**src/rtl/tim_apb_master_pkg.sv**
```systemverilog
// Shared types and constants for the tim_* APB requester and related APB-facing blocks.
package tim_apb_pkg;

    localparam int ADDR_W = 12;
    localparam int DATA_W = 32;

    localparam logic [3:0] STRB_ALL = 4'b1111;

    typedef enum logic [1:0] {
        ST_IDLE,
        ST_SETUP,
        ST_ACCESS,
        ST_RESP
    } apb_state_t;

    // Cause of the last response; ERR_NONE is the only non-error code.
    localparam logic [1:0] ERR_NONE    = 2'd0;
    localparam logic [1:0] ERR_SLVERR  = 2'd1;
    localparam logic [1:0] ERR_ALIGN   = 2'd2;
    localparam logic [1:0] ERR_TIMEOUT = 2'd3;

    function automatic logic word_aligned(input logic [1:0] addr_lsb);
        return addr_lsb == 2'b00;
    endfunction

endpackage

```
**src/rtl/tim_apb_master_if.sv**
```systemverilog
// Command/response and APB bus bundle for tim_apb_master; master = the requester, slave = its environment.
interface tim_apb_master_if #(
    parameter int ADDR_W = tim_apb_pkg::ADDR_W,
    parameter int DATA_W = tim_apb_pkg::DATA_W
);
    logic              cmd_valid;
    logic              cmd_ready;
    logic              cmd_write;
    logic [ADDR_W-1:0] cmd_addr;
    logic [DATA_W-1:0] cmd_wdata;
    logic [3:0]        cmd_strb;
    logic              rsp_valid;
    logic              rsp_ready;
    logic [DATA_W-1:0] rsp_rdata;
    logic              rsp_err;
    logic              rsp_timeout;
    logic              tim_psel;
    logic              tim_penable;
    logic              tim_pwrite;
    logic [ADDR_W-1:0] tim_paddr;
    logic [DATA_W-1:0] tim_pwdata;
    logic [3:0]        tim_pstrb;
    logic [DATA_W-1:0] tim_prdata;
    logic              tim_pready;
    logic              tim_pslverr;

    modport master (
        input  cmd_valid, cmd_write, cmd_addr, cmd_wdata, cmd_strb, rsp_ready,
        input  tim_prdata, tim_pready, tim_pslverr,
        output cmd_ready, rsp_valid, rsp_rdata, rsp_err, rsp_timeout,
        output tim_psel, tim_penable, tim_pwrite, tim_paddr, tim_pwdata, tim_pstrb
    );

    modport slave (
        output cmd_valid, cmd_write, cmd_addr, cmd_wdata, cmd_strb, rsp_ready,
        output tim_prdata, tim_pready, tim_pslverr,
        input  cmd_ready, rsp_valid, rsp_rdata, rsp_err, rsp_timeout,
        input  tim_psel, tim_penable, tim_pwrite, tim_paddr, tim_pwdata, tim_pstrb
    );

endinterface

```
**src/rtl/tim_apb_master_wait_timer.sv**
```systemverilog
// Saturating wait-cycle counter with clear, load and enable; flags the increment that lands on the limit.
module apb_wait_timer #(
    parameter int WIDTH = 5
) (
    input  logic             clk,
    input  logic             rst,
    input  logic             clr,
    input  logic             load,
    input  logic [WIDTH-1:0] load_val,
    input  logic             en,
    input  logic [WIDTH-1:0] limit,
    output logic             expired
);
    logic [WIDTH-1:0] count;
    logic [WIDTH-1:0] count_inc;

    assign count_inc = (count == {WIDTH{1'b1}}) ? count : count + WIDTH'(1);

    // Combinational so the owner can leave its wait state on the same edge the limit is reached.
    assign expired = en && (limit != '0) && (count_inc == limit);

    always_ff @(posedge clk) begin
        if (rst) begin
            count <= '0;
        end else if (clr) begin
            count <= '0;
        end else if (load) begin
            count <= load_val;
        end else if (en) begin
            count <= count_inc;
        end
    end

endmodule

```
**src/rtl/tim_apb_master.sv**
```systemverilog
// APB4 requester for the timer_top tim_* port: one transfer at a time from a valid/ready command,
// returning a held response; misaligned commands and unresponsive slaves end in an error response.
module tim_apb_master #(
    parameter int ADDR_W         = tim_apb_pkg::ADDR_W,
    parameter int DATA_W         = tim_apb_pkg::DATA_W,
    parameter int TIMEOUT_CYCLES = 16
) (
    input logic               sys_clk,
    input logic               sys_rst,
    tim_apb_master_if.master  bus
);
    import tim_apb_pkg::*;

    localparam int              CNT_W = (TIMEOUT_CYCLES > 0) ? $clog2(TIMEOUT_CYCLES + 1) : 1;
    localparam logic [CNT_W-1:0] LIMIT = CNT_W'(TIMEOUT_CYCLES);

    apb_state_t state, state_nx;

    logic              accept;
    logic              aligned;
    logic              tmo_hit;
    logic              psel;
    logic              pwrite_q;
    logic [ADDR_W-1:0] paddr_q;
    logic [DATA_W-1:0] pwdata_q;
    logic [3:0]        pstrb_q;
    logic [DATA_W-1:0] rdata_q;
    logic [1:0]        err_code_q;

    assign accept  = (state == ST_IDLE) && bus.cmd_valid;
    assign aligned = word_aligned(bus.cmd_addr[1:0]);

    // A limit of zero never expires, which is how TIMEOUT_CYCLES = 0 disables the abort.
    apb_wait_timer #(.WIDTH(CNT_W)) u_wait_timer (
        .clk      (sys_clk),
        .rst      (sys_rst),
        .clr      (accept && aligned),
        .load     (1'b0),
        .load_val ({CNT_W{1'b0}}),
        .en       ((state == ST_ACCESS) && !bus.tim_pready),
        .limit    (LIMIT),
        .expired  (tmo_hit)
    );

    always_comb begin
        state_nx = state;
        case (state)
            ST_IDLE:   if (bus.cmd_valid) state_nx = aligned ? ST_SETUP : ST_RESP;
            ST_SETUP:  state_nx = ST_ACCESS;
            ST_ACCESS: if (bus.tim_pready || tmo_hit) state_nx = ST_RESP;
            ST_RESP:   if (bus.rsp_ready) state_nx = ST_IDLE;
            default:   state_nx = ST_IDLE;
        endcase
    end

    always_ff @(posedge sys_clk) begin
        if (sys_rst) begin
            state      <= ST_IDLE;
            pwrite_q   <= 1'b0;
            paddr_q    <= '0;
            pwdata_q   <= '0;
            pstrb_q    <= 4'b0000;
            rdata_q    <= '0;
            err_code_q <= ERR_NONE;
        end else begin
            state <= state_nx;
            case (state)
                ST_IDLE: begin
                    if (bus.cmd_valid && aligned) begin
                        pwrite_q <= bus.cmd_write;
                        paddr_q  <= bus.cmd_addr;
                        pwdata_q <= bus.cmd_wdata;
                        pstrb_q  <= bus.cmd_write ? bus.cmd_strb : 4'b0000;
                    end else if (bus.cmd_valid) begin
                        rdata_q    <= '0;
                        err_code_q <= ERR_ALIGN;
                    end
                end
                ST_ACCESS: begin
                    // pready takes priority over a timeout reached in the same cycle.
                    if (bus.tim_pready) begin
                        rdata_q    <= (pwrite_q || bus.tim_pslverr) ? '0 : bus.tim_prdata;
                        err_code_q <= bus.tim_pslverr ? ERR_SLVERR : ERR_NONE;
                    end else if (tmo_hit) begin
                        rdata_q    <= '0;
                        err_code_q <= ERR_TIMEOUT;
                    end
                end
                default: ;
            endcase
        end
    end

    assign psel            = (state == ST_SETUP) || (state == ST_ACCESS);
    assign bus.cmd_ready   = (state == ST_IDLE);
    assign bus.tim_psel    = psel;
    assign bus.tim_penable = (state == ST_ACCESS);
    assign bus.tim_pwrite  = pwrite_q;
    assign bus.tim_paddr   = paddr_q;
    assign bus.tim_pwdata  = pwdata_q;
    assign bus.tim_pstrb   = psel ? pstrb_q : 4'b0000;
    assign bus.rsp_valid   = (state == ST_RESP);
    assign bus.rsp_rdata   = rdata_q;
    assign bus.rsp_err     = (err_code_q != ERR_NONE);
    assign bus.rsp_timeout = (err_code_q == ERR_TIMEOUT);

endmodule

```
**src/flat_wrapper.sv**
```systemverilog
// flat-port wrapper written by rule: the top's interface ports become plain ports
module tim_apb_master_flat import tim_apb_pkg::*;
#(
    parameter int ADDR_W         = tim_apb_pkg::ADDR_W,
    parameter int DATA_W         = tim_apb_pkg::DATA_W,
    parameter int TIMEOUT_CYCLES = 16
)
  (sys_clk, sys_rst, bus_cmd_valid, bus_cmd_write, bus_cmd_addr, bus_cmd_wdata, bus_cmd_strb, bus_rsp_ready, bus_tim_prdata, bus_tim_pready, bus_tim_pslverr, bus_cmd_ready, bus_rsp_valid, bus_rsp_rdata, bus_rsp_err, bus_rsp_timeout, bus_tim_psel, bus_tim_penable, bus_tim_pwrite, bus_tim_paddr, bus_tim_pwdata, bus_tim_pstrb);
  tim_apb_master_if #(.ADDR_W(ADDR_W), .DATA_W(DATA_W)) bus_i ();
  input logic sys_clk;
  input logic sys_rst;
  input wire logic [$bits(bus_i.cmd_valid)-1:0] bus_cmd_valid;
  input wire logic [$bits(bus_i.cmd_write)-1:0] bus_cmd_write;
  input wire logic [$bits(bus_i.cmd_addr)-1:0] bus_cmd_addr;
  input wire logic [$bits(bus_i.cmd_wdata)-1:0] bus_cmd_wdata;
  input wire logic [$bits(bus_i.cmd_strb)-1:0] bus_cmd_strb;
  input wire logic [$bits(bus_i.rsp_ready)-1:0] bus_rsp_ready;
  input wire logic [$bits(bus_i.tim_prdata)-1:0] bus_tim_prdata;
  input wire logic [$bits(bus_i.tim_pready)-1:0] bus_tim_pready;
  input wire logic [$bits(bus_i.tim_pslverr)-1:0] bus_tim_pslverr;
  output wire logic [$bits(bus_i.cmd_ready)-1:0] bus_cmd_ready;
  output wire logic [$bits(bus_i.rsp_valid)-1:0] bus_rsp_valid;
  output wire logic [$bits(bus_i.rsp_rdata)-1:0] bus_rsp_rdata;
  output wire logic [$bits(bus_i.rsp_err)-1:0] bus_rsp_err;
  output wire logic [$bits(bus_i.rsp_timeout)-1:0] bus_rsp_timeout;
  output wire logic [$bits(bus_i.tim_psel)-1:0] bus_tim_psel;
  output wire logic [$bits(bus_i.tim_penable)-1:0] bus_tim_penable;
  output wire logic [$bits(bus_i.tim_pwrite)-1:0] bus_tim_pwrite;
  output wire logic [$bits(bus_i.tim_paddr)-1:0] bus_tim_paddr;
  output wire logic [$bits(bus_i.tim_pwdata)-1:0] bus_tim_pwdata;
  output wire logic [$bits(bus_i.tim_pstrb)-1:0] bus_tim_pstrb;
  assign bus_i.cmd_valid = bus_cmd_valid;
  assign bus_i.cmd_write = bus_cmd_write;
  assign bus_i.cmd_addr = bus_cmd_addr;
  assign bus_i.cmd_wdata = bus_cmd_wdata;
  assign bus_i.cmd_strb = bus_cmd_strb;
  assign bus_i.rsp_ready = bus_rsp_ready;
  assign bus_i.tim_prdata = bus_tim_prdata;
  assign bus_i.tim_pready = bus_tim_pready;
  assign bus_i.tim_pslverr = bus_tim_pslverr;
  assign bus_cmd_ready = bus_i.cmd_ready;
  assign bus_rsp_valid = bus_i.rsp_valid;
  assign bus_rsp_rdata = bus_i.rsp_rdata;
  assign bus_rsp_err = bus_i.rsp_err;
  assign bus_rsp_timeout = bus_i.rsp_timeout;
  assign bus_tim_psel = bus_i.tim_psel;
  assign bus_tim_penable = bus_i.tim_penable;
  assign bus_tim_pwrite = bus_i.tim_pwrite;
  assign bus_tim_paddr = bus_i.tim_paddr;
  assign bus_tim_pwdata = bus_i.tim_pwdata;
  assign bus_tim_pstrb = bus_i.tim_pstrb;
  tim_apb_master #(.ADDR_W(ADDR_W), .DATA_W(DATA_W), .TIMEOUT_CYCLES(TIMEOUT_CYCLES)) u_core (.sys_clk(sys_clk), .sys_rst(sys_rst), .bus(bus_i));
endmodule
```
**config.mk**
```make
export PLATFORM = sky130hd
export DESIGN_NAME = tim_apb_master_flat
export DESIGN_NICKNAME = d
export VERILOG_FILES = /design/src/rtl/tim_apb_master_pkg.sv /design/src/rtl/tim_apb_master_if.sv /design/src/rtl/tim_apb_master_wait_timer.sv /design/src/rtl/tim_apb_master.sv /design/src/flat_wrapper.sv
export SDC_FILE = /design/constraint.sdc
export NUM_CORES = 1
export LEC_CHECK = 0
export CAP_MARGIN = 25
export CORE_ASPECT_RATIO = 1.25
export CORE_MARGIN = 8
export CORE_UTILIZATION = 36
export CTS_CLUSTER_DIAMETER = 60
export DETAILED_ROUTE_END_ITERATION = 8
export GPL_TIMING_DRIVEN = 0
export PLACE_DENSITY = 0.79
export SLEW_MARGIN = 5
export SYNTH_ARGS = -nofsm -noshare
export SYNTH_HDL_FRONTEND = slang
export SYNTH_SLANG_ARGS = --single-unit
```
**constraint.sdc**
```tcl
create_clock -name sys_clk -period 1.94 [get_ports sys_clk]
set_clock_uncertainty 0.15 [all_clocks]
set_input_delay 0.582 -clock sys_clk [delete_from_list [all_inputs] [get_ports sys_clk]]
set_output_delay 0.582 -clock sys_clk [all_outputs]
set_load 0.005 [all_outputs]
```
### Word-level counts from Yosys, hierarchy flattened

Cells that the tools add are included.

| word-level totals | value |
|---|---|
| bits in registers | 90 |
| input bits | 87 |
| output and inout port bits | 87 |
| logic and storage cells | 57 |

| operators by class | value |
|---|---|
| $add $sub $neg | 1 |
| eq/ne operators | 11 |
| muxes and demuxes | 20 |
| reductions and logical operators | 17 |

Operator list:

| cell | count |
|---|---|
| $mux 32 | 5 |
| $pmux 32 s2 | 1 |
| $mux 2 | 8 |
| $eq 5x5->1 const B | 2 |
| $mux 4 | 2 |
| $pmux 2 s4 | 1 |
| $eq 2x2->1 const B | 3 |
| $ne 2x2->1 const B | 3 |
| $add 5x1->5 const B | 1 |
| $logic_and 1x1->1 | 5 |
| $mux 5 | 1 |
| $logic_not 2->1 | 2 |
| $pmux 2 s2 | 1 |
| $reduce_and 4->1 | 1 |
| $reduce_bool 2->1 | 2 |
| $logic_or 1x1->1 | 3 |
| $ne 3x2->1 const B | 1 |
| $reduce_and 3->1 | 1 |
| $eq 2x1->1 const B | 1 |
| $ne 2x1->1 const B | 1 |
| $reduce_and 2->1 | 1 |
| $reduce_or 2->1 | 1 |
| $logic_not 1->1 | 1 |
| $mux 1 | 1 |

### Longest topological paths before layout

| depth | value |
|---|---|
| depth after elaboration | 7 |
| gate-level depth with buffers | 10 |
| gate-level depth less buffers | 7 |

### By module

A second synthesis with hierarchy kept.

| second synthesis, totals | value |
|---|---|
| cells, all modules | 438 |
| area, all modules | 3897.5 um2 |

By module, submodules not included:

| module | times used | cells each | area each (um2) | sequential area each (um2) |
|---|---|---|---|---|
| tim_apb_master | 1 | 391 | 3507.1 | 1701.6 |
| apb_wait_timer | 1 | 47 | 390.4 | 100.1 |

### Least setup slack after synthesis

No wires, ideal clock.

| timing path | value |
|---|---|
| path kind | register -> register |
| start | register u_core.state[0] |
| end | register u_core.err_code_q[0] |
| library setup time | 116 ps |
| arrival | 1802 ps |
| data required time | 1674 ps |
| setup slack | -128 ps |
| stages on the path, launching flop included | 10 |
| path buffers | 2 |
| clock period less this slack | 2068 ps |
| cell sequence | dfxtp_1 > inv_1 > ha_1 > nor2b_1 > buf_2 > o31a_1 > a221oi_2 > buf_6 > nor3b_1 > a41o_1 |

| between the ends | value |
|---|---|
| cells in the longest elaborated chain, start to end | 5 |
| elaborated cells between the ends (all ways) | 10 |
| classes of those cells | 4 x eq/ne; 1 x mux; 5 x reduce/logical |

Ends and longest elaborated chain:

| item | RTL line | source |
|---|---|---|
| start: declaration | tim_apb_master.sv:17 | `apb_state_t state, state_nx;` |
| start signal: assignment | tim_apb_master.sv:66 | `state <= state_nx;` |
| $eq 2x2->1 * | n/a |  |
| net bus_tim_penable | flat_wrapper.sv:27 | `output wire logic [$bits(bus_i.tim_penable)-1:0] bus_tim_penable;` |
| $logic_and 1x1->1 | tim_apb_master.sv:40 | `.en ((state == ST_ACCESS) && !bus.tim_pready),` |
| $logic_and 1x1->1 | tim_apb_master_wait_timer.sv:20 | `assign expired = en && (limit != '0) && (count_inc == limit);` |
| $ne 3x2->1 (no line) | n/a |  |
| $reduce_and 4->1 (no line) | n/a |  |
| end signal: assignment | tim_apb_master.sv:83 | `err_code_q <= bus.tim_pslverr ? ERR_SLVERR : ERR_NONE;` |
| end: declaration | tim_apb_master.sv:28 | `logic [1:0] err_code_q;` |

The timed path passes the listed nets; every way through them passes the cells marked *.
A chain may end at the register's enable or synchronous reset.

### Worst setup path after layout

| timing path | value |
|---|---|
| start | register u_core.state[0] |
| end | output port bus_tim_pstrb[3] |

| between the ends | value |
|---|---|
| cells in the longest elaborated chain, start to end | 3 |
| elaborated cells between the ends (all ways) | 4 |
| classes of those cells | 2 x eq/ne; 1 x mux; 1 x reduce/logical |

Ends and longest elaborated chain:

| item | RTL line | source |
|---|---|---|
| $eq 2x1->1 or $eq 2x2->1 (tied branches) | tim_apb_master.sv:94 | `assign psel = (state == ST_SETUP) \|\| (state == ST_ACCESS);` |
| $logic_or 1x1->1 * | tim_apb_master.sv:94 |  |
| $mux 4 * | tim_apb_master.sv:101 | `assign bus.tim_pstrb = psel ? pstrb_q : 4'b0000;` |
| end: declaration | flat_wrapper.sv:31 | `output wire logic [$bits(bus_i.tim_pstrb)-1:0] bus_tim_pstrb;` |

Every way passes the cells marked *; elsewhere a longest branch is shown, timed or not.

==> results.yml <==
clock_tree:
  insertion_delay_ps: 340
  htree_num_levels: 3
  cts.sinks: 90
  clk_pin_slew_ps: 60
  postCtsHoldBufs: 0
  clk_path_buf_depth: 2
  root_buffer: "clkbuf_16"
  cts_buffers: 9
  tritoncts: "built"
synth:
  yosysMostFrequentCell: "nand2_1"
  synthDistinctLibCells: 38
  ys_seq_elements: 90
  synth_top_area_share_pct: 52.4
  synth.avg_cell_area_um2: 8.05
  synthesis.area_um2: 3440
  synthCells: 427
  synth_area_leaders: "dfxtp_1 (52%), nand2_1 (14%), a21oi_1 (7.3%)"
  async_flop_share_pct: 0
  ys_seq_area_share_pct: 52.4
  synth_nets: 518
  synth_common_cells: "nand2_1 (130), dfxtp_1 (90), a21oi_1 (50)"
  ys_warn_count: 0
  netlist.top_cell.by_area: "dfxtp_1"
  ys.flop_type: "dfxtp_1"
  synth_edf_count: 0
layout:
  area_growth_pct: 80.7
  final_nets: 722
  drive_above_1_share_pct: 18.7
die:
  rows: 40
  die_area_um2: 12900
  fp.dieW_um: 103
  die_h_um: 125
  initial_core_util_pct: 36.3
  ioPinCount: 174
  core_area_um2: 9460
critical_path:
  worstPathArrival_ps: 1350
  cp.required_ps: 1210
  path_class: "reg2out"
  r2r_cells: 8
  r2r-start: "u_core.state[1]$_SDFFE_PP0P_"
  crit_chain: "inv_4 > ha_4 > buf_6 > and2_4 > buf_6"
  slowest_stage: "dfxtp_2"
  rrSetupSlack_ps: -80
  crit_path_max_incr_delay_ps: 360
  reg2reg_to: "u_core.err_code_q[0]$_SDFFE_PP0P_"
  start_kind: "register"
  worstPathMaxFanout: 5
  cp_common_cell: "buf_6"
  endpoint_kind: "output port"
power:
  fin_total_pwr_mw: 5.71
  leakagePower_nw: 3.02
  power_density_nw_per_um2: 920
  irDropWorstVdd_uv: 507
timing:
  rsz0062_at_grt: "true"
  worstMarginPinSlew_ps: 503
  fmax_mhz: 479
  finalWorstSetupSlack_ps: -147
  fin_crit_ps: 2090
  setup_viol: 35
  slew_headroom_pct: 66.4
  finalSetupTns_ps: -1340
  slew_violations: 0
  min_period_over_period_pct: 108
  hold_viol_final: 0
grt:
  antenna_found_initial: 2
  grt_pass1_wl_um: 18700
  overflow: 0
  grtUsageTotal_pct: 18.1
  grt_max_degree: 15
  grt_pass1_vias: 3810
routing:
  vias: 3726
  avgRoutedWirePerCell_um: 16.4
  viasPerCell: 4.88
  route.detailed.drc: 0
  dr.pass1.iters: 4
  drtAntennaViolNets: 0
  drtIter0Drc: 130
  drt_wl_total_um: 12500
run_status:
  status: "complete, but fails checks"
  violations: "negative setup slack"
flow_run:
  maxCapViolCount: 0
place:
  place_congestion: 0.787
  dp_hpwl_um: 8870
  portBuffers: 172
worst_hold_path:
  hold_end: "u_core.bus.rsp_rdata[6]$_SDFFE_PP0P_"
  min_from: "u_core.bus.rsp_rdata[6]$_SDFFE_PP0P_"
  holdPathStages: 2
  worstHoldPathType: "reg2reg"
## flip-flops by register name (all words and copies together) (netlist names)
signal	flops
u_core.state	2
u_core.bus.tim_pwdata	32
u_core.bus.tim_pwrite	1
u_core.u_wait_timer.count	5
u_core.pstrb_q	4
u_core.bus.rsp_rdata	32
u_core.err_code_q	2
u_core.bus.tim_paddr	12
## critical path, delay by kind of cell (launching register included)
family | cells | cell delay, ps
DFF | 1 | 360
buffers and inverters | 3 | 280
adders and majority gates | 1 | 250
and+or+nand+nor | 1 | 130
## metrics by stage
stage	hold slack (ps)	cells	utilization (%)	worst slack, ps	cell area [µm²]
6_report	301	763	65.7	-147	6210
5_1_grt	320	763	65.7	-178	6210
4_1_cts	299	760	62.1	-185	5870
3_5_place_dp	290	725	56.5	-717	5350
3_3_place_gp	285	725	56.5	-670	5350
2_1_floorplan	277	427	-	7.66	3470
## metal layers
layer / vias to the layer above / track usage [%] / wire (µm)
met5: - / 0 / 0
met4: 0 / 6.15 / 237
met3: 22 / 9.27 / 1540
met2: 154 / 31.5 / 6290
met1: 1709 / 17.8 / 4460
li1: 1841 / - / -
## how the worst max path moves through the flow
stage	from	to	slack, ps
after CTS	u_core.state[1]$_SDFFE_PP0P_	bus_tim_pstrb[3]	-190
after global placement	bus_tim_pready	u_core.err_code_q[0]$_SDFFE_PP0P_	-670
after global routing	u_core.state[0]$_SDFFE_PP0P_	bus_tim_pstrb[3]	-180
after floorplan	u_core.state[0]$_SDFFE_PP0P_	u_core.err_code_q[0]$_SDFFE_PP0P_	8
after detailed placement	bus_tim_pready	u_core.bus.rsp_rdata[28]$_SDFFE_PP0P_	-720
final	u_core.state[0]$_SDFFE_PP0P_	bus_tim_pstrb[3]	-150
## what timing repair did
action	4_1_cts	5_1_grt
resized for setup	85	100
setup endpoints to repair	107	107
setup buffers	19	3
cloned	3	1
pin swaps	11	34
## layout make-up
| type | count | area [µm²] |
|---|---|---|
| Antenna cell | 2 | 5.00 |
| Buffer | 30 | 185 |
| Clock buffer | 12 | 267 |
| Clock inverter | 3 | 47.5 |
| Fill cell | 740 | 3250 |
| Inverter | 5 | 23.8 |
| Multi-Input combinational cell | 300 | 1740 |
| Sequential cell | 90 | 1820 |
| Tap cell | 126 | 158 |
| Timing Repair Buffer | 195 | 1970 |
## logic make-up after synthesis
kind of cell    count (synthesis)  share of synthesized area [%]
mux                             2                          0.582
xor+xnor                        1                          0.255
fa+ha+maj                       4                           1.46
simple gates                  199                           24.9
compound gates                 94                           15.0
flops                          90                           52.4
buf+inv                        37                           5.39
## power by group
group          internal (mW)  total, mW  switching, mW
Clock                   1.10       1.82          0.718
Combinational          0.955       1.85          0.898
Sequential              1.96       2.04         0.0751
## cells in the final DEF (no fill, tap or decap), types with 3 or more instances in the layout
| cell | instances |
|---|---|
| nor2b_1 | 4 |
| buf_4 | 18 |
| buf_6 | 10 |
| clkbuf_8 | 4 |
| inv_1 | 3 |
| clkbuf_2 | 4 |
| dlymetal6s2s_1 | 38 |
| clkbuf_1 | 14 |
| dlygate4sd2_1 | 33 |
| nand2_1 | 128 |
| clkbuf_16 | 9 |
| clkdlybuf4s50_1 | 94 |
| nor2_1 | 6 |
| dfxtp_4 | 3 |
| nand3_1 | 12 |
| o21ai_1 | 22 |
| clkbuf_4 | 3 |
| dfxtp_2 | 4 |
| a21oi_1 | 50 |
| o21ai_2 | 9 |
| dfxtp_1 | 83 |
| and2_1 | 4 |
| buf_2 | 5 |
| nand3_2 | 26 |
| ha_4 | 3 |
(Power assumes the default switching activity.)
